==> src/rtl/boron_pkg.sv <==
// -----------------------------------------------------------------------------
// boron_pkg
//   Shared definitions for the BORON sequencing controller: default round
//   count and round-index width, the controller state encoding, and the
//   operand widths used on the job and datapath ports.
// -----------------------------------------------------------------------------
package boron_pkg;

    // One load round plus 24 iterated rounds; the last one applies whitening.
    localparam int DEF_ROUNDS = 25;
    localparam int DEF_RW     = 5;
    localparam int LAST_ROUND = DEF_ROUNDS - 1;

    localparam int BLOCK_W = 64;
    localparam int KEY_W   = 128;

    typedef logic [BLOCK_W-1:0] block_t;
    typedef logic [KEY_W-1:0]   key_t;

    typedef enum logic [1:0] {
        ST_IDLE = 2'd0,
        ST_LOAD = 2'd1,
        ST_RUN  = 2'd2,
        ST_DONE = 2'd3
    } state_t;

endpackage : boron_pkg

==> src/rtl/boron_round_cnt.sv <==
// -----------------------------------------------------------------------------
// boron_round_cnt
//   Round index counter for the BORON datapath. Clears to zero, advances by one
//   when enabled, and saturates at LAST so the index can never run past the
//   final round.
//
// Ports:
//   clk    in   clock, rising edge
//   reset  in   asynchronous active-low reset
//   clr    in   synchronous clear to 0 (wins over inc)
//   inc    in   advance by one unless already at LAST
//   cnt    out  current round index (registered)
//   last   out  cnt == LAST
// -----------------------------------------------------------------------------
module boron_round_cnt
    import boron_pkg::*;
#(
    parameter int RW   = DEF_RW,
    parameter int LAST = LAST_ROUND
) (
    input  logic          clk,
    input  logic          reset,
    input  logic          clr,
    input  logic          inc,
    output logic [RW-1:0] cnt,
    output logic          last
);

    localparam logic [RW-1:0] LAST_V = RW'(LAST);

    assign last = (cnt == LAST_V);

    // NOTE: registers are assigned with <= so every flop samples the values
    // from before the edge, independent of statement order.
    always_ff @(posedge clk or negedge reset) begin
        if (!reset) begin
            cnt <= '0;
        end else if (clr) begin
            cnt <= '0;
        end else if (inc && !last) begin
            cnt <= cnt + 1'b1;
        end
    end

endmodule : boron_round_cnt

==> src/rtl/boron_ctrl.sv <==
// -----------------------------------------------------------------------------
// boron_ctrl
//   Sequencing controller for the BORON 64-bit block / 128-bit key round
//   datapath. Accepts a job on the input handshake, latches the operands,
//   steps the datapath through one load round and ROUNDS-1 iterated rounds,
//   captures the whitened ciphertext and offers it on the output handshake.
//
// Ports:
//   clk        in   clock, rising edge
//   reset      in   asynchronous active-low reset
//   in_valid   in   job request
//   in_ready   out  job can be accepted this cycle
//   in_pt      in   plaintext, sampled on accept
//   in_key     in   key, sampled on accept
//   abort      in   synchronous cancel of the current job
//   out_valid  out  ciphertext available
//   out_ready  in   consumer takes the ciphertext
//   out_ct     out  ciphertext, held while out_valid & !out_ready
//   busy       out  job in LOAD or RUN
//   dp_pt      out  latched plaintext to datapath
//   dp_key     out  latched key to datapath
//   dp_select  out  1 = datapath loads dp_pt, 0 = round feedback
//   dp_round   out  round index to datapath / key schedule
//   dp_ct      in   datapath result, whitened when dp_round = ROUNDS-1
// -----------------------------------------------------------------------------
module boron_ctrl
    import boron_pkg::*;
#(
    parameter int ROUNDS = DEF_ROUNDS,
    parameter int RW     = DEF_RW
) (
    input  logic          clk,
    input  logic          reset,
    input  logic          in_valid,
    output logic          in_ready,
    input  block_t        in_pt,
    input  key_t          in_key,
    input  logic          abort,
    output logic          out_valid,
    input  logic          out_ready,
    output block_t        out_ct,
    output logic          busy,
    output block_t        dp_pt,
    output key_t          dp_key,
    output logic          dp_select,
    output logic [RW-1:0] dp_round,
    input  block_t        dp_ct
);

    localparam int LAST = ROUNDS - 1;

    state_t state;
    logic   accept;
    logic   cnt_clr;
    logic   cnt_inc;
    logic   cnt_last;

    // A finished result leaves DONE on the same edge a new job is taken, so
    // with out_ready held high the DONE cycle overlaps the next accept.
    assign in_ready = !abort &&
                      ((state == ST_IDLE) || ((state == ST_DONE) && out_ready));
    assign accept   = in_valid && in_ready;

    // Counter control: cleared on accept, abort and completion; advanced in
    // LOAD (0 -> 1) and through RUN until the final round.
    // NOTE: both outputs get a default before any branch, so no path leaves
    // them unassigned and no latch is inferred.
    always_comb begin
        cnt_clr = 1'b0;
        cnt_inc = 1'b0;
        if (abort || accept) begin
            cnt_clr = 1'b1;
        end else if (state == ST_LOAD) begin
            cnt_inc = 1'b1;
        end else if (state == ST_RUN) begin
            if (cnt_last) begin
                cnt_clr = 1'b1;
            end else begin
                cnt_inc = 1'b1;
            end
        end
    end

    boron_round_cnt #(
        .RW   (RW),
        .LAST (LAST)
    ) u_round_cnt (
        .clk   (clk),
        .reset (reset),
        .clr   (cnt_clr),
        .inc   (cnt_inc),
        .cnt   (dp_round),
        .last  (cnt_last)
    );

    always_ff @(posedge clk or negedge reset) begin
        if (!reset) begin
            state     <= ST_IDLE;
            out_valid <= 1'b0;
            out_ct    <= '0;
            busy      <= 1'b0;
            dp_pt     <= '0;
            dp_key    <= '0;
            dp_select <= 1'b0;
        end else if (abort) begin
            // Operands and the last ciphertext stay put; only control drops.
            state     <= ST_IDLE;
            out_valid <= 1'b0;
            busy      <= 1'b0;
            dp_select <= 1'b0;
        end else begin
            case (state)
                ST_IDLE: begin
                    state <= ST_IDLE;
                end
                ST_LOAD: begin
                    state     <= ST_RUN;
                    dp_select <= 1'b0;
                end
                ST_RUN: begin
                    if (cnt_last) begin
                        out_ct    <= dp_ct;
                        out_valid <= 1'b1;
                        busy      <= 1'b0;
                        state     <= ST_DONE;
                    end
                end
                ST_DONE: begin
                    if (out_ready) begin
                        out_valid <= 1'b0;
                        state     <= ST_IDLE;
                    end
                end
                default: begin
                    state <= ST_IDLE;
                end
            endcase

            // Accept is only possible from IDLE or DONE; it overrides the
            // IDLE target chosen above.
            if (accept) begin
                dp_pt     <= in_pt;
                dp_key    <= in_key;
                dp_select <= 1'b1;
                busy      <= 1'b1;
                state     <= ST_LOAD;
            end
        end
    end

endmodule : boron_ctrl

==> config.mk <==
export PLATFORM = sky130hd
export DESIGN_NAME = boron_ctrl
export DESIGN_NICKNAME = d
export VERILOG_FILES = /design/src/rtl/boron_pkg.sv /design/src/rtl/boron_round_cnt.sv /design/src/rtl/boron_ctrl.sv
export SDC_FILE = /design/constraint.sdc
export NUM_CORES = 1
export LEC_CHECK = 0
export ABC_AREA = 1
export BUFFER_PORTS_ARGS = -buffer_cell sky130_fd_sc_hd__buf_2
export CAP_MARGIN = 20
export CORE_MARGIN = 5
export CORE_UTILIZATION = 25
export DETAILED_ROUTE_END_ITERATION = 10
export GPL_TIMING_DRIVEN = 0
export REMOVE_ABC_BUFFERS = 1
export SLEW_MARGIN = 25
export SYNTH_ARGS = -nofsm -noshare
export SYNTH_HDL_FRONTEND = slang
export SYNTH_SLANG_ARGS = --single-unit
==> constraint.sdc <==
create_clock -name clk -period 2.45 [get_ports clk]
set_input_delay 0.1225 -clock clk [delete_from_list [all_inputs] [get_ports clk]]
set_output_delay 0.1225 -clock clk [all_outputs]
set_load 0.005 [all_outputs]
* Word-level counts from Yosys, hierarchy flattened
Index checks and enable logic that the tools add are counted.
Operators by class: multipliers 0, add/subtract/negate cells 1, div/mod/pow operators 0, eq/ne operators 8, reduce and logical (&&, ||, !) cells 19, muxes and demuxes 26, shifts and indexed selects 0, magnitude comparators 0, bitwise logic cells 1
Operators by type and width (number):
- $mux 1 | 18
- $reduce_bool 3->1 | 4
- $mux 5 | 2
- $mux 2 | 4
- $pmux 2 s4 | 1
- $reduce_and 2->1 | 3
- $reduce_and 3->1 | 2
- $add 5x1->5 const B | 1
- $eq 5x5->1 const B | 1
- $eq 2x2->1 const B | 2
- $logic_and 1x1->1 | 4
- $ne 4x3->1 const B | 1
- $ne 4x4->1 const B | 1
- $ne 3x2->1 const B | 1
- $ne 3x3->1 const B | 1
- $eq 2x1->1 const B | 1
- $logic_not 1->1 | 2
- $logic_not 2->1 | 1
- $logic_or 1x1->1 | 2
- $pmux 1 s2 | 1
- $reduce_bool 2->1 | 1
- $not 1->1 | 1
Word-level totals: ROM bits 0, bits in latches 0, register bits after elaboration 266, memories 0, memory bits (writable) 0

* Logic depth before layout (Yosys ltp)
Gate-level depths: netlist of the first run.
depth in word-level cells 10, mapped depth 10, depth with buffers taken out 10

* Cells and area by module
A second synthesis of the first run with hierarchy kept.
Second synthesis, totals: cell total of the unflattened synthesis 1199, area total of the unflattened synthesis 10721.5 um^2
Modules (own cells, without submodules):
- boron_ctrl | area each 10395.0 um^2, cells an instance 1159, instances 1, seq. area each 6531.3 um^2
- boron_round_cnt | area each 326.6 um^2, cells an instance 40, instances 1, seq. area each 125.1 um^2

* Worst setup path before layout of the first run
OpenSTA, ideal clock, no wires.
path type flip-flop to flip-flop, start point register u_round_cnt.cnt[0], end point register out_ct[10], period minus slack after synthesis 1453 ps, data required time 2324 ps, library setup time 126 ps, arrival 1327 ps, path slack 997 ps, cell stages (with the launch flop) 10, path through dfrtp_1 > inv_1 > ha_1 > nand2_1 > nor2_2 > nand3_1 > buf_2 > buf_2 > nand2_1 > o21ai_0
Between the ends: longest elaborated chain between the ends 2
Ends and longest elaborated chain:
- start, declared | line boron_round_cnt.sv:25 | output logic [RW-1:0] cnt,
- start signal, assigned | line boron_round_cnt.sv:41 | cnt <= cnt + 1'b1;
- $eq 5x5->1 | line boron_round_cnt.sv:31 | assign last = (cnt == LAST_V);
- $reduce_and 3->1 (no source line)
- end signal, assigned | line boron_ctrl.sv:122 | out_ct <= dp_ct;
- end, declared | line boron_ctrl.sv:41 | output block_t out_ct,
Every way passes these cells. A chain may end at the register's enable or synchronous reset.

* Final worst setup path of the first run
start point register state[1], end point register dp_key[25]
Between the ends: longest elaborated chain between the ends 6
Ends and longest elaborated chain:
- start, declared | line boron_ctrl.sv:52 | state_t state;
- start signal, assigned | line boron_ctrl.sv:98 | state <= ST_IDLE;
- start signal, assigned | line boron_ctrl.sv:107 | state <= ST_IDLE;
- start signal, assigned | line boron_ctrl.sv:114 | state <= ST_IDLE;
- $eq 2x2->1 | line boron_ctrl.sv:61 | ((state == ST_IDLE) || ((state == ST_DONE) && out_ready));
- $logic_and 1x1->1 | line boron_ctrl.sv:61
- $logic_or 1x1->1 (*) | line boron_ctrl.sv:61
- $logic_and 1x1->1 (*) | line boron_ctrl.sv:60 | assign in_ready = !abort &&
- $logic_and 1x1->1 (*) | line boron_ctrl.sv:62 | assign accept = in_valid && in_ready;
- $reduce_and 2->1 (no source line) (*)
- end signal, assigned | line boron_ctrl.sv:143 | dp_key <= in_key;
- end, declared | line boron_ctrl.sv:44 | output key_t dp_key,
Every way passes the cells marked *; elsewhere a longest branch is shown, timed or not.

==> flow_summary.html, run 1 <==
<table>
<tr><th>Metric</th><th>Value</th></tr>
<tr><th colspan="2">Outcome</th></tr>
<tr><td>Outcome</td><td>completed</td></tr>
<tr><th colspan="2">Clock network</th></tr>
<tr><td>Quantity of gates resized following cts</td><td>0</td></tr>
<tr><td>Root Buffer</td><td>clkbuf_16</td></tr>
<tr><td>Number of sinks handled by clock tree synthesis</td><td>266</td></tr>
<tr><td>Clock tree from TritonCTS</td><td>yes</td></tr>
<tr><td>Clock latency at the later pin of the worst-skew pair</td><td>0.56 ns</td></tr>
<tr><td>Clk slew on worst S/H paths</td><td>0.06 ns</td></tr>
<tr><td>Post-CTS setup-driven buffer insertion count</td><td>0</td></tr>
<tr><td>Maximum buffer depth of the clock tree</td><td>3</td></tr>
<tr><td>Number of H-tree branching levels</td><td>1</td></tr>
<tr><td>Total CTS buffers</td><td>31</td></tr>
<tr><th colspan="2">Setup path</th></tr>
<tr><td>Max Fanout on Critical Path</td><td>31</td></tr>
<tr><td>Worst path slowest cell</td><td>a21oi_4</td></tr>
<tr><td>Critical Path Start Type</td><td>flop</td></tr>
<tr><td>Number of buffers and inverters on the critical path</td><td>3</td></tr>
<tr><td>Critical path endpoint category</td><td>flop</td></tr>
<tr><td>Crit-path cells</td><td>ha_1 -&gt; nand2_1 -&gt; a21oi_4 -&gt; buf_16 -&gt; buf_16 -&gt; buf_16 -&gt; nand3_1 -&gt; nand2_1</td></tr>
<tr><td>Endpoint arrival time on the critical path</td><td>2.79 ns</td></tr>
<tr><td>Category of the most critical setup path</td><td>reg2reg</td></tr>
<tr><td>Slowest stage delay, CP</td><td>0.59 ns</td></tr>
<tr><td>Cell occurring most often along the worst timing path</td><td>buf_16</td></tr>
<tr><td>Required time worst endpoint</td><td>2.93 ns</td></tr>
<tr><td>Dominant delay contributor by cell family on the critical path</td><td>buffers and inverters</td></tr>
<tr><th colspan="2">Drt</th></tr>
<tr><td>Final Routed Wirelength</td><td>40000 µm</td></tr>
<tr><td>Detailed-routing iteration count for the pre-antenna-repair pass</td><td>5</td></tr>
<tr><td>Via total after detailed routing</td><td>11229</td></tr>
<tr><td>Total DRC errors in the routed layout</td><td>0</td></tr>
<tr><td>Iteration-0 DRC Markers</td><td>804</td></tr>
<tr><td>Antenna Violating Nets Remaining</td><td>0</td></tr>
<tr><td>Wire per inst</td><td>15.9 µm</td></tr>
<tr><td>Routed via count divided by cell count</td><td>4.47</td></tr>
<tr><th colspan="2">Pwr</th></tr>
<tr><td>Max IR drop VDD</td><td>0.499 mV</td></tr>
<tr><td>PnR Total Power</td><td>13200 µW</td></tr>
<tr><td>Total leakage power</td><td>0.00979 µW</td></tr>
<tr><td>Ratio of total power to cell area</td><td>747 nW/µm²</td></tr>
<tr><th colspan="2">Cells and area</th></tr>
<tr><td>Fraction of final layout cells with drive strength greater than 1</td><td>0.299</td></tr>
<tr><td>Highest-count cells in the layout ignoring fill and taps</td><td>buf_2, nand2_1, dfrtp_1</td></tr>
<tr><td>Final-stage net count</td><td>2220</td></tr>
<tr><td>Most common cell after layout, fill and taps aside</td><td>buf_2</td></tr>
<tr><td>Filler instances</td><td>3965</td></tr>
<tr><td>Area taken by flip-flops and latches</td><td>6660 µm²</td></tr>
<tr><td>Total area of multi-input combinational cells</td><td>3340 µm²</td></tr>
<tr><td>Layout overhead on the synthesized area</td><td>65.6%</td></tr>
<tr><td>Final standard cell utilization of the core</td><td>0.419</td></tr>
<tr><th colspan="2">Logic synthesis</th></tr>
<tr><td>Register area share after synthesis</td><td>0.625</td></tr>
<tr><td>Proportion of synthesized area in mux cells</td><td>0</td></tr>
<tr><td>Synthesized netlist cell count</td><td>1198</td></tr>
<tr><td>Post-synthesis average cell area</td><td>8.89 µm²</td></tr>
<tr><td>Total of flip-flops plus latches after synthesis</td><td>266</td></tr>
<tr><td>Area share of fa/ha/maj cells after synthesis</td><td>0.00705</td></tr>
<tr><td>Basic-gate share of the synthesized area counting and, or, nand and nor cells</td><td>0.271</td></tr>
<tr><td>Synth cell types</td><td>20</td></tr>
<tr><td>Cell area after synthesis</td><td>10600 µm²</td></tr>
<tr><td>Main combinational cell family by area after synthesis</td><td>simple AND/OR/NAND/NOR gates</td></tr>
<tr><td>Compound-Gate Fraction of Synth Area</td><td>0.0335</td></tr>
<tr><td>Yosys Warn Count</td><td>0</td></tr>
<tr><td>Parity-gate share of the synthesized area counting xor and xnor cells</td><td>0</td></tr>
<tr><th colspan="2">Die</th></tr>
<tr><td>Width of the die</td><td>216 µm</td></tr>
<tr><td>Overall die height</td><td>216 µm</td></tr>
<tr><td>Starting density of the core</td><td>0.253</td></tr>
<tr><td>Total number of placement rows</td><td>75</td></tr>
<tr><td>Die area</td><td>46800 µm²</td></tr>
<tr><td>I/O pin count</td><td>526</td></tr>
<tr><td>Placeable core region</td><td>42000 µm²</td></tr>
<tr><th colspan="2">GRT</th></tr>
<tr><td>Wire length of the first global-routing pass</td><td>63900 µm</td></tr>
<tr><td>Pin count of the biggest net entering global routing</td><td>99</td></tr>
<tr><td>Number of global-route vias before repair</td><td>11837</td></tr>
<tr><td>Global routing usage summed across all routing layers</td><td>0.164</td></tr>
<tr><td>Global route overflow</td><td>0</td></tr>
<tr><td>Initial antenna violation count</td><td>2</td></tr>
<tr><th colspan="2">Place</th></tr>
<tr><td>Setup slack at placement</td><td>0.228 ns</td></tr>
<tr><td>Placer's final routability congestion estimate</td><td>0.827</td></tr>
<tr><td>DP HPWL</td><td>25900 µm</td></tr>
<tr><td>I/O Buffers</td><td>525</td></tr>
<tr><th colspan="2">STA</th></tr>
<tr><td>Total setup violations reported at the end of the flow</td><td>0</td></tr>
<tr><td>Worst slew margin</td><td>0.524</td></tr>
<tr><td>Final min period</td><td>2.31 ns</td></tr>
<tr><td>Tcrit/Tclk final</td><td>0.944</td></tr>
<tr><td>Worst setup slack after layout</td><td>0.136 ns</td></tr>
<tr><td>RSZ-0062 raised after global routing</td><td>no</td></tr>
<tr><td>Hold Violations, Final</td><td>0</td></tr>
<tr><td>Worst-margin pin slew</td><td>0.714 ns</td></tr>
<tr><td>Fin Clk Skew</td><td>0.0186 ns</td></tr>
<tr><td>Highest clock rate</td><td>432 MHz</td></tr>
<tr><td>Final-report max-slew violation count</td><td>0</td></tr>
<tr><th colspan="2">Run</th></tr>
<tr><td>Max-cap check violation count</td><td>0</td></tr>
<tr><th colspan="2">Worst hold path</th></tr>
<tr><td>Worst hold path type</td><td>in2async</td></tr>
</table>
## layout make-up
type	instances	area share
Clock inverter	6	0.00326
Tap cell	539	0.0382
Timing Repair Buffer	801	0.324
Clock buffer	47	0.0502
Inverter	80	0.0170
Multi-Input combinational cell	773	0.190
Antenna cell	2	0.000284
Sequential cell	266	0.378
## per-layer routing
metal  part of all wire  wire length, µm  GRT usage  vias to the layer above
met5            0.00032               13          0                        -
met4              0.046             1840     0.0750                        2
met3              0.078             3130     0.0419                      107
met2               0.48            19100      0.277                      508
met1               0.40            15900      0.198                     5320
li1                   -                -          -                     5292
## timing repair
item,4_1_cts,5_1_grt
hold endpoints to repair,454,0
hold buffers,259,0
setup endpoints to repair,0,1
## Yosys cell counts (all sizes together)
cell,number,share of area
clkbuf,25,0.0088
ha,6,0.0071
dfrtp,266,0.63
nand2,481,0.17
buf,54,0.026
o21ai,66,0.031
a21oi,3,0.0018
nand4,3,0.0018
nand3,203,0.096
nor2,10,0.0038
inv,80,0.028
o211ai,1,0.00071
## metrics by stage
step                cell area, µm²   TNS, ns  std cells  hold WS (ns)
floorplan                    10300   -547.25       1119        -0.173
global placement             13600  -2277.17       2183         0.348
detailed placement           14100         0       2200        0.0549
CTS                          17600         0       2512        0.0371
global route                 17600         0       2513        0.0689
finish                       17600         0       2514        0.0668
## where the power goes
group / internal (µW) / switching, µW
combinational: 1530 / 1620
sequential: 5230 / 435
clock: 2560 / 1790
total: 9320 / 3850
## worst paths after layout
check | start | endpoint | slack (ns) | depth (start not counted)
hold / removal | reset | out_ct[59]$_DFFE_PN0P_ | 0.07 | 2
min in group clk | in_valid | dp_key[121]$_DFFE_PN0P_ | 0.09 | 3
setup reg to reg | state[1]$_DFFE_PN0P_ | dp_key[25]$_DFFE_PN0P_ | 0.14 | 8
max in group asynchronous | reset | dp_key[41]$_DFFE_PN0P_ | 1.29 | 4
setup / recovery | state[1]$_DFFE_PN0P_ | dp_key[25]$_DFFE_PN0P_ | 0.14 | 8
hold reg to reg | dp_key[107]$_DFFE_PN0P_ | dp_key[107]$_DFFE_PN0P_ | 0.47 | 2
## kinds of logic after synthesis
| logic type | count (synthesis) |
|---|---|
| fa+ha+maj | 6 |
| compound gates | 70 |
| simple gates | 697 |
| buf+inv | 159 |
| flops | 266 |
## flip-flops by register name (all words and copies together) (netlist names)
register,cells
u_round_cnt.cnt,5
out_valid,1
state,2
dp_key,128
dp_pt,64
dp_select,1
busy,1
out_ct,64
(Power assumes the default switching activity.)
==> inputs of run 2 (changes only) <==
==> constraint.sdc (replaced) <==
create_clock -name clk -period 2.45 [get_ports clk]
set_input_delay 0.245 -clock clk [delete_from_list [all_inputs] [get_ports clk]]
set_output_delay 0.245 -clock clk [all_outputs]
set_load 0.005 [all_outputs]
==> flow_summary.html, run 2 (synthesis results as in run 1) <==
<table>
<tr><th>Metric</th><th>Value</th></tr>
<tr><th colspan="2">Outcome</th></tr>
<tr><td>Outcome</td><td>completed</td></tr>
<tr><th colspan="2">Pwr</th></tr>
<tr><td>Clk network pwr share</td><td>0.330</td></tr>
<tr><td>Net switching fraction of the power</td><td>0.292</td></tr>
<tr><td>Ratio of total power to cell area</td><td>748 nW/µm²</td></tr>
<tr><td>Max IR drop VDD</td><td>0.499 mV</td></tr>
<tr><td>Share of power burned in combinational logic</td><td>0.240</td></tr>
<tr><td>Switching power summed over all nets</td><td>3850 µW</td></tr>
<tr><td>Internal cell power</td><td>9340 µW</td></tr>
<tr><td>Total leakage power</td><td>0.00980 µW</td></tr>
<tr><td>Register share of total power</td><td>0.429</td></tr>
<tr><th colspan="2">Setup path</th></tr>
<tr><td>Max Fanout on Critical Path</td><td>60</td></tr>
<tr><td>Cell occurring most often along the worst timing path</td><td>nand2_1</td></tr>
<tr><td>Critical Path Start Type</td><td>flop</td></tr>
<tr><td>Crit path from</td><td>state[0]$_DFFE_PN0P_</td></tr>
<tr><td>Destination of the critical timing path</td><td>dp_key[58]$_DFFE_PN0P_</td></tr>
<tr><td>Slowest stage delay, CP</td><td>0.40 ns</td></tr>
<tr><td>Destination of the worst register-to-register timing path</td><td>dp_key[58]$_DFFE_PN0P_</td></tr>
<tr><td>Category of the most critical setup path</td><td>reg2reg</td></tr>
<tr><td>R2R setup slack</td><td>0.23 ns</td></tr>
<tr><td>Number of cells traversed by the worst register-to-register path</td><td>9</td></tr>
<tr><td>Crit-path cells</td><td>inv_1 -&gt; ha_1 -&gt; inv_1 -&gt; nand2_1 -&gt; nand3_4 -&gt; buf_16 -&gt; buf_16 -&gt; nand2_1 -&gt; nand2_1</td></tr>
<tr><td>Worst path slowest cell</td><td>dfrtp_1</td></tr>
<tr><td>Reg2Reg Launch Point</td><td>state[0]$_DFFE_PN0P_</td></tr>
<tr><td>Critical path endpoint category</td><td>flop</td></tr>
<tr><td>Required time worst endpoint</td><td>2.88 ns</td></tr>
<tr><td>Endpoint arrival time on the critical path</td><td>2.65 ns</td></tr>
<tr><th colspan="2">Die</th></tr>
<tr><td>I/O pin count</td><td>526</td></tr>
<tr><td>Die area</td><td>46800 µm²</td></tr>
<tr><td>Width of the die</td><td>216 µm</td></tr>
<tr><td>Overall die height</td><td>216 µm</td></tr>
<tr><td>Placeable core region</td><td>42000 µm²</td></tr>
<tr><td>Total number of placement rows</td><td>75</td></tr>
<tr><td>Starting density of the core</td><td>0.253</td></tr>
<tr><th colspan="2">Clock network</th></tr>
<tr><td>Quantity of gates resized following cts</td><td>0</td></tr>
<tr><td>Number of sinks handled by clock tree synthesis</td><td>266</td></tr>
<tr><td>Number of H-tree branching levels</td><td>1</td></tr>
<tr><td>Root Buffer</td><td>clkbuf_16</td></tr>
<tr><td>Total CTS buffers</td><td>31</td></tr>
<tr><td>Clk slew on worst S/H paths</td><td>0.06 ns</td></tr>
<tr><td>Maximum buffer depth of the clock tree</td><td>3</td></tr>
<tr><td>Clock tree from TritonCTS</td><td>yes</td></tr>
<tr><td>Clock latency at the later pin of the worst-skew pair</td><td>0.56 ns</td></tr>
<tr><th colspan="2">Run</th></tr>
<tr><td>Max-cap check violation count</td><td>0</td></tr>
<tr><th colspan="2">Cells and area</th></tr>
<tr><td>Highest-count cells in the layout ignoring fill and taps</td><td>buf_2, nand2_1, dfrtp_1</td></tr>
<tr><td>Fraction of final layout cells with drive strength greater than 1</td><td>0.301</td></tr>
<tr><td>Final-stage net count</td><td>2221</td></tr>
<tr><td>Layout overhead on the synthesized area</td><td>65.7%</td></tr>
<tr><td>Biggest registers after layout</td><td>dp_key x128, dp_pt x64, out_ct x64</td></tr>
<tr><td>Final standard cell utilization of the core</td><td>0.420</td></tr>
<tr><td>Filler instances</td><td>3969</td></tr>
<tr><td>Most common cell after layout, fill and taps aside</td><td>buf_2</td></tr>
<tr><td>Register with the highest flop count</td><td>dp_key</td></tr>
<tr><td>Total area of multi-input combinational cells</td><td>3340 µm²</td></tr>
<tr><td>Flip-flop count of the largest register, all copies and words added</td><td>128</td></tr>
<tr><td>Area taken by flip-flops and latches</td><td>6660 µm²</td></tr>
<tr><th colspan="2">Drt</th></tr>
<tr><td>Final Routed Wirelength</td><td>39900 µm</td></tr>
<tr><td>Antenna Violating Nets Remaining</td><td>0</td></tr>
<tr><td>Total DRC errors in the routed layout</td><td>0</td></tr>
<tr><td>Total met3 wirelength after detailed routing</td><td>3290 µm</td></tr>
<tr><td>Met1 routed wirelength after detailed routing</td><td>15700 µm</td></tr>
<tr><td>Via total after detailed routing</td><td>11183</td></tr>
<tr><td>Routed length on met2</td><td>19000 µm</td></tr>
<tr><td>Iteration-0 DRC Markers</td><td>791</td></tr>
<tr><td>Wire per inst</td><td>15.8 µm</td></tr>
<tr><td>Detailed-routing iteration count for the pre-antenna-repair pass</td><td>5</td></tr>
<tr><td>Routed via count divided by cell count</td><td>4.45</td></tr>
<tr><td>Uppermost layer routed</td><td>met5</td></tr>
<tr><th colspan="2">STA</th></tr>
<tr><td>Fin Clk Skew</td><td>0.0184 ns</td></tr>
<tr><td>Worst-margin pin slew</td><td>0.715 ns</td></tr>
<tr><td>Final-report max-slew violation count</td><td>0</td></tr>
<tr><td>Post-route worst hold slack</td><td>0.0414 ns</td></tr>
<tr><td>Highest clock rate</td><td>451 MHz</td></tr>
<tr><td>RSZ-0062 raised after global routing</td><td>no</td></tr>
<tr><td>Hold Violations, Final</td><td>0</td></tr>
<tr><td>Total Neg Setup Slack</td><td>0 ns</td></tr>
<tr><td>Total setup violations reported at the end of the flow</td><td>0</td></tr>
<tr><td>Worst slew margin</td><td>0.523</td></tr>
<tr><td>Worst setup slack after layout</td><td>0.231 ns</td></tr>
<tr><td>Tcrit/Tclk final</td><td>0.906</td></tr>
<tr><td>Final min period</td><td>2.22 ns</td></tr>
<tr><th colspan="2">Place</th></tr>
<tr><td>Setup slack at placement</td><td>0.228 ns</td></tr>
<tr><td>I/O Buffers</td><td>525</td></tr>
<tr><td>Placer's final routability congestion estimate</td><td>0.827</td></tr>
<tr><td>DP HPWL</td><td>25900 µm</td></tr>
<tr><th colspan="2">GRT</th></tr>
<tr><td>Wire length of the first global-routing pass</td><td>63700 µm</td></tr>
<tr><td>Global routing usage summed across all routing layers</td><td>0.164</td></tr>
<tr><td>Initial antenna violation count</td><td>3</td></tr>
<tr><td>Global route overflow</td><td>0</td></tr>
<tr><td>Number of global-route vias before repair</td><td>11784</td></tr>
<tr><td>Pin count of the biggest net entering global routing</td><td>99</td></tr>
<tr><th colspan="2">Worst hold path</th></tr>
<tr><td>Worst hold path type</td><td>in2reg</td></tr>
</table>
## run 2: changes by cell type in the layout (fill, tap and decap cells not counted)
| cell | before | now |
|---|---|---|
| buf_4 | 0 | 4 |
| dlygate4sd3_1 | 259 | 255 |
| buf_12 | 0 | 1 |
## run 2: timing repair
item | in CTS | in global routing
hold endpoints to repair | 363 | 0
buffers inserted | 0 | 5
endpoints found under the setup margin | 0 | 2
hold buffers | 255 | 0
## run 2: final cells by class
class,instances,share of cell area
Multi-Input combinational cell,773,0.190
Timing Repair Buffer,802,0.324
Inverter,80,0.0170
Tap cell,539,0.0382
Antenna cell,2,0.000284
Clock buffer,47,0.0502
Sequential cell,266,0.377
Clock inverter,6,0.00326
## run 2: how the worst min path moves through the flow
stage / start / endpoint / slack (ns) / cells past startpoint
after global placement: dp_key[100]$_DFFE_PN0P_ / dp_key[100]$_DFFE_PN0P_ / 0.46 / 2
after detailed placement: reset / out_ct[59]$_DFFE_PN0P_ / 0.18 / 1
final: in_pt[61] / dp_pt[61]$_DFFE_PN0P_ / 0.04 / 3
after global routing: in_pt[61] / dp_pt[61]$_DFFE_PN0P_ / 0.04 / 3
after floorplan: reset / busy$_DFFE_PN0P_ / -0.05 / 0
after CTS: in_pt[45] / dp_pt[45]$_DFFE_PN0P_ / 0.02 / 3
## run 2: per-layer routing
layer  GRT usage  vias up
li1            -     5294
met1       0.196     5263
met2       0.276      516
met3      0.0434      106
met4      0.0746        4
met5           0        -
## run 2: power groups by stage
stage | combinational, µW | sequential (µW) | clock (µW)
after floorplan | 979 | 5800 | 0
after global placement | 2710 | 5690 | 0
after detailed placement | 2830 | 5710 | 0
after CTS | 3160 | 5650 | 4500
after global routing | 3510 | 5770 | 4700
final | 3170 | 5660 | 4360
## run 2: critical path: cells and delay by family (launching register included)
family,cells,cell delay [ns]
DFF,1,0.40
and+or+nand+nor,4,0.69
adders and majority gates,1,0.15
buffers and inverters,4,0.80
## run 2: metrics by stage
| stage | area [µm²] | cells | total power [µW] |
|---|---|---|---|
| floorplan | 10300 | 1119 | 6780 |
| global placement | 13600 | 2183 | 8400 |
| detailed placement | 14100 | 2200 | 8540 |
| CTS | 17600 | 2508 | 13300 |
| global route | 17600 | 2514 | 14000 |
| finish | 17600 | 2515 | 13200 |
==> inputs of run 3 (changes only) <==
==> constraint.sdc (replaced) <==
create_clock -name clk -period 2.45 [get_ports clk]
set_input_delay 0.735 -clock clk [delete_from_list [all_inputs] [get_ports clk]]
set_output_delay 0.735 -clock clk [all_outputs]
set_load 0.005 [all_outputs]
==> flow_summary.html, run 3 (synthesis results as in run 1) <==
<table>
<tr><th>Metric</th><th>Value</th></tr>
<tr><th colspan="2">Cells and area</th></tr>
<tr><td>Most common cell after layout, fill and taps aside</td><td>buf_2</td></tr>
<tr><td>Filler instances</td><td>4349</td></tr>
<tr><td>Flip-flop count of the largest register, all copies and words added</td><td>128</td></tr>
<tr><td>Final-stage net count</td><td>1963</td></tr>
<tr><td>Register with the highest flop count</td><td>dp_key</td></tr>
<tr><td>Final standard cell utilization of the core</td><td>0.358</td></tr>
<tr><td>Fraction of final layout cells with drive strength greater than 1</td><td>0.346</td></tr>
<tr><td>Layout overhead on the synthesized area</td><td>41.4%</td></tr>
<tr><td>Biggest registers after layout</td><td>dp_key x128, dp_pt x64, out_ct x64</td></tr>
<tr><td>Highest-count cells in the layout ignoring fill and taps</td><td>buf_2, nand2_1, dfrtp_1</td></tr>
<tr><th colspan="2">GRT</th></tr>
<tr><td>Global routing usage summed across all routing layers</td><td>0.144</td></tr>
<tr><td>Global route overflow</td><td>0</td></tr>
<tr><td>Number of global-route vias before repair</td><td>10005</td></tr>
<tr><td>Initial antenna violation count</td><td>6</td></tr>
<tr><td>Wire length of the first global-routing pass</td><td>55800 µm</td></tr>
<tr><td>Pin count of the biggest net entering global routing</td><td>99</td></tr>
<tr><th colspan="2">Place</th></tr>
<tr><td>Placer's final routability congestion estimate</td><td>0.827</td></tr>
<tr><td>I/O Buffers</td><td>525</td></tr>
<tr><td>DP HPWL</td><td>25900 µm</td></tr>
<tr><td>Setup slack at placement</td><td>-0.256 ns</td></tr>
<tr><th colspan="2">Die</th></tr>
<tr><td>Die area</td><td>46800 µm²</td></tr>
<tr><td>Total number of placement rows</td><td>75</td></tr>
<tr><td>Width of the die</td><td>216 µm</td></tr>
<tr><td>Overall die height</td><td>216 µm</td></tr>
<tr><td>Placeable core region</td><td>42000 µm²</td></tr>
<tr><td>Starting density of the core</td><td>0.253</td></tr>
<tr><td>I/O pin count</td><td>526</td></tr>
<tr><th colspan="2">Clock network</th></tr>
<tr><td>Clock tree from TritonCTS</td><td>yes</td></tr>
<tr><td>Total CTS buffers</td><td>31</td></tr>
<tr><td>Number of sinks handled by clock tree synthesis</td><td>266</td></tr>
<tr><td>Maximum buffer depth of the clock tree</td><td>3</td></tr>
<tr><td>Number of H-tree branching levels</td><td>1</td></tr>
<tr><td>Root Buffer</td><td>clkbuf_16</td></tr>
<tr><td>Clock latency at the later pin of the worst-skew pair</td><td>0.55 ns</td></tr>
<tr><td>Clk slew on worst S/H paths</td><td>0.06 ns</td></tr>
<tr><td># hold bufs at CTS</td><td>0</td></tr>
<tr><th colspan="2">Drt</th></tr>
<tr><td>Antenna Violating Nets Remaining</td><td>0</td></tr>
<tr><td>Total DRC errors in the routed layout</td><td>0</td></tr>
<tr><td>Via total after detailed routing</td><td>9912</td></tr>
<tr><td>Iteration-0 DRC Markers</td><td>630</td></tr>
<tr><td>Routed via count divided by cell count</td><td>4.39</td></tr>
<tr><td>Final Routed Wirelength</td><td>35300 µm</td></tr>
<tr><td>Detailed-routing iteration count for the pre-antenna-repair pass</td><td>5</td></tr>
<tr><td>Wire per inst</td><td>15.6 µm</td></tr>
<tr><th colspan="2">STA</th></tr>
<tr><td>Highest clock rate</td><td>425 MHz</td></tr>
<tr><td>Total setup violations reported at the end of the flow</td><td>0</td></tr>
<tr><td>Hold Violations, Final</td><td>0</td></tr>
<tr><td>Final min period</td><td>2.35 ns</td></tr>
<tr><td>Worst setup slack after layout</td><td>0.0986 ns</td></tr>
<tr><td>RSZ-0062 raised after global routing</td><td>no</td></tr>
<tr><td>Final-report max-slew violation count</td><td>0</td></tr>
<tr><td>Worst-margin pin slew</td><td>0.713 ns</td></tr>
<tr><td>Worst slew margin</td><td>0.525</td></tr>
<tr><td>Tcrit/Tclk final</td><td>0.960</td></tr>
<tr><td>Fin Clk Skew</td><td>0.0171 ns</td></tr>
<tr><td>Total Neg Setup Slack</td><td>0 ns</td></tr>
<tr><th colspan="2">Setup path</th></tr>
<tr><td>Destination of the critical timing path</td><td>in_ready</td></tr>
<tr><td>Reg2Reg Launch Point</td><td>state[1]$_DFFE_PN0P_</td></tr>
<tr><td>Crit path from</td><td>state[1]$_DFFE_PN0P_</td></tr>
<tr><td>Required time worst endpoint</td><td>1.71 ns</td></tr>
<tr><td>Critical path endpoint category</td><td>output pin</td></tr>
<tr><td>R2R setup slack</td><td>0.18 ns</td></tr>
<tr><td>Critical Path Start Type</td><td>flop</td></tr>
<tr><td>Category of the most critical setup path</td><td>reg2out</td></tr>
<tr><td>Endpoint arrival time on the critical path</td><td>1.62 ns</td></tr>
<tr><td>Number of cells traversed by the worst register-to-register path</td><td>10</td></tr>
<tr><td>Max Fanout on Critical Path</td><td>4</td></tr>
<tr><td>Destination of the worst register-to-register timing path</td><td>dp_key[25]$_DFFE_PN0P_</td></tr>
<tr><th colspan="2">Run</th></tr>
<tr><td>Max-cap check violation count</td><td>0</td></tr>
<tr><th colspan="2">Pwr</th></tr>
<tr><td>Max IR drop VDD</td><td>0.487 mV</td></tr>
<tr><td>Total leakage power</td><td>0.00871 µW</td></tr>
<tr><td>Ratio of total power to cell area</td><td>848 nW/µm²</td></tr>
<tr><th colspan="2">Worst hold path</th></tr>
<tr><td>Worst hold path type</td><td>in2async</td></tr>
<tr><th colspan="2">Outcome</th></tr>
<tr><td>Outcome</td><td>completed</td></tr>
</table>
run 3: report_power, final:
part	switching (µW)	leakage, µW	total (µW)	internal [µW]
registers	422	0.00341	5650	5230
logic	1510	0.00484	2770	1260
clock network	1770	0.000461	4340	2560
run 3: final cells by class:
class | count | area [µm²] | area share
Clock inverter | 6 | 57.6 | 0.00382
Clock buffer | 47 | 886 | 0.0589
Sequential cell | 266 | 6660 | 0.442
Inverter | 80 | 300 | 0.0200
Antenna cell | 1 | 2.50 | 0.000166
Timing Repair Buffer | 544 | 3130 | 0.208
Multi-Input combinational cell | 773 | 3340 | 0.222
Tap cell | 539 | 674 | 0.0448
run 3: how the worst min path moves through the flow:
stage / endpoint / startpoint / cells past startpoint / slack [ns]
after detailed placement: dp_key[72]$_DFFE_PN0P_ / dp_key[72]$_DFFE_PN0P_ / 2 / 0.46
final: out_ct[59]$_DFFE_PN0P_ / reset / 1 / 0.08
after global routing: out_ct[59]$_DFFE_PN0P_ / reset / 1 / 0.07
after global placement: dp_key[100]$_DFFE_PN0P_ / dp_key[100]$_DFFE_PN0P_ / 2 / 0.46
after floorplan: busy$_DFFE_PN0P_ / reset / 0 / 0.44
after CTS: out_ct[59]$_DFFE_PN0P_ / reset / 1 / 0.06
run 3: worst max-delay path, stage by stage (launching register included):
cell	delay, ns
dfrtp_1	0.42
ha_1	0.20
nand2_1	0.12
a21oi_4	0.18
buf_2	0.14
run 3: metrics by stage:
stage | cells | area (µm²) | hold WS, ns | power (µW)
2_1_floorplan | 1119 | 10300 | 0.439 | 6780
3_3_place_gp | 2183 | 13600 | 0.456 | 8400
3_5_place_dp | 2200 | 14100 | 0.460 | 8540
4_1_cts | 2254 | 15000 | 0.0615 | 13000
5_1_grt | 2256 | 15100 | 0.0658 | 13600
6_report | 2256 | 15100 | 0.0772 | 12800
run 3: metal layers:
metal / GRT usage / up-vias / routed length [µm]
li1: - / 4776 / -
met1: 0.181 / 4632 / 14400
met2: 0.241 / 434 / 16800
met3: 0.0431 / 60 / 3130
met4: 0.0464 / 10 / 950
met5: 0 / - / 64
run 3: repair_timing:
item | 4_1_cts | 5_1_grt
setup endpoints to repair | 1 | 1
resized for setup | 0 | 2
pin swaps | 1 | 1
setup buffers | 1 | 1
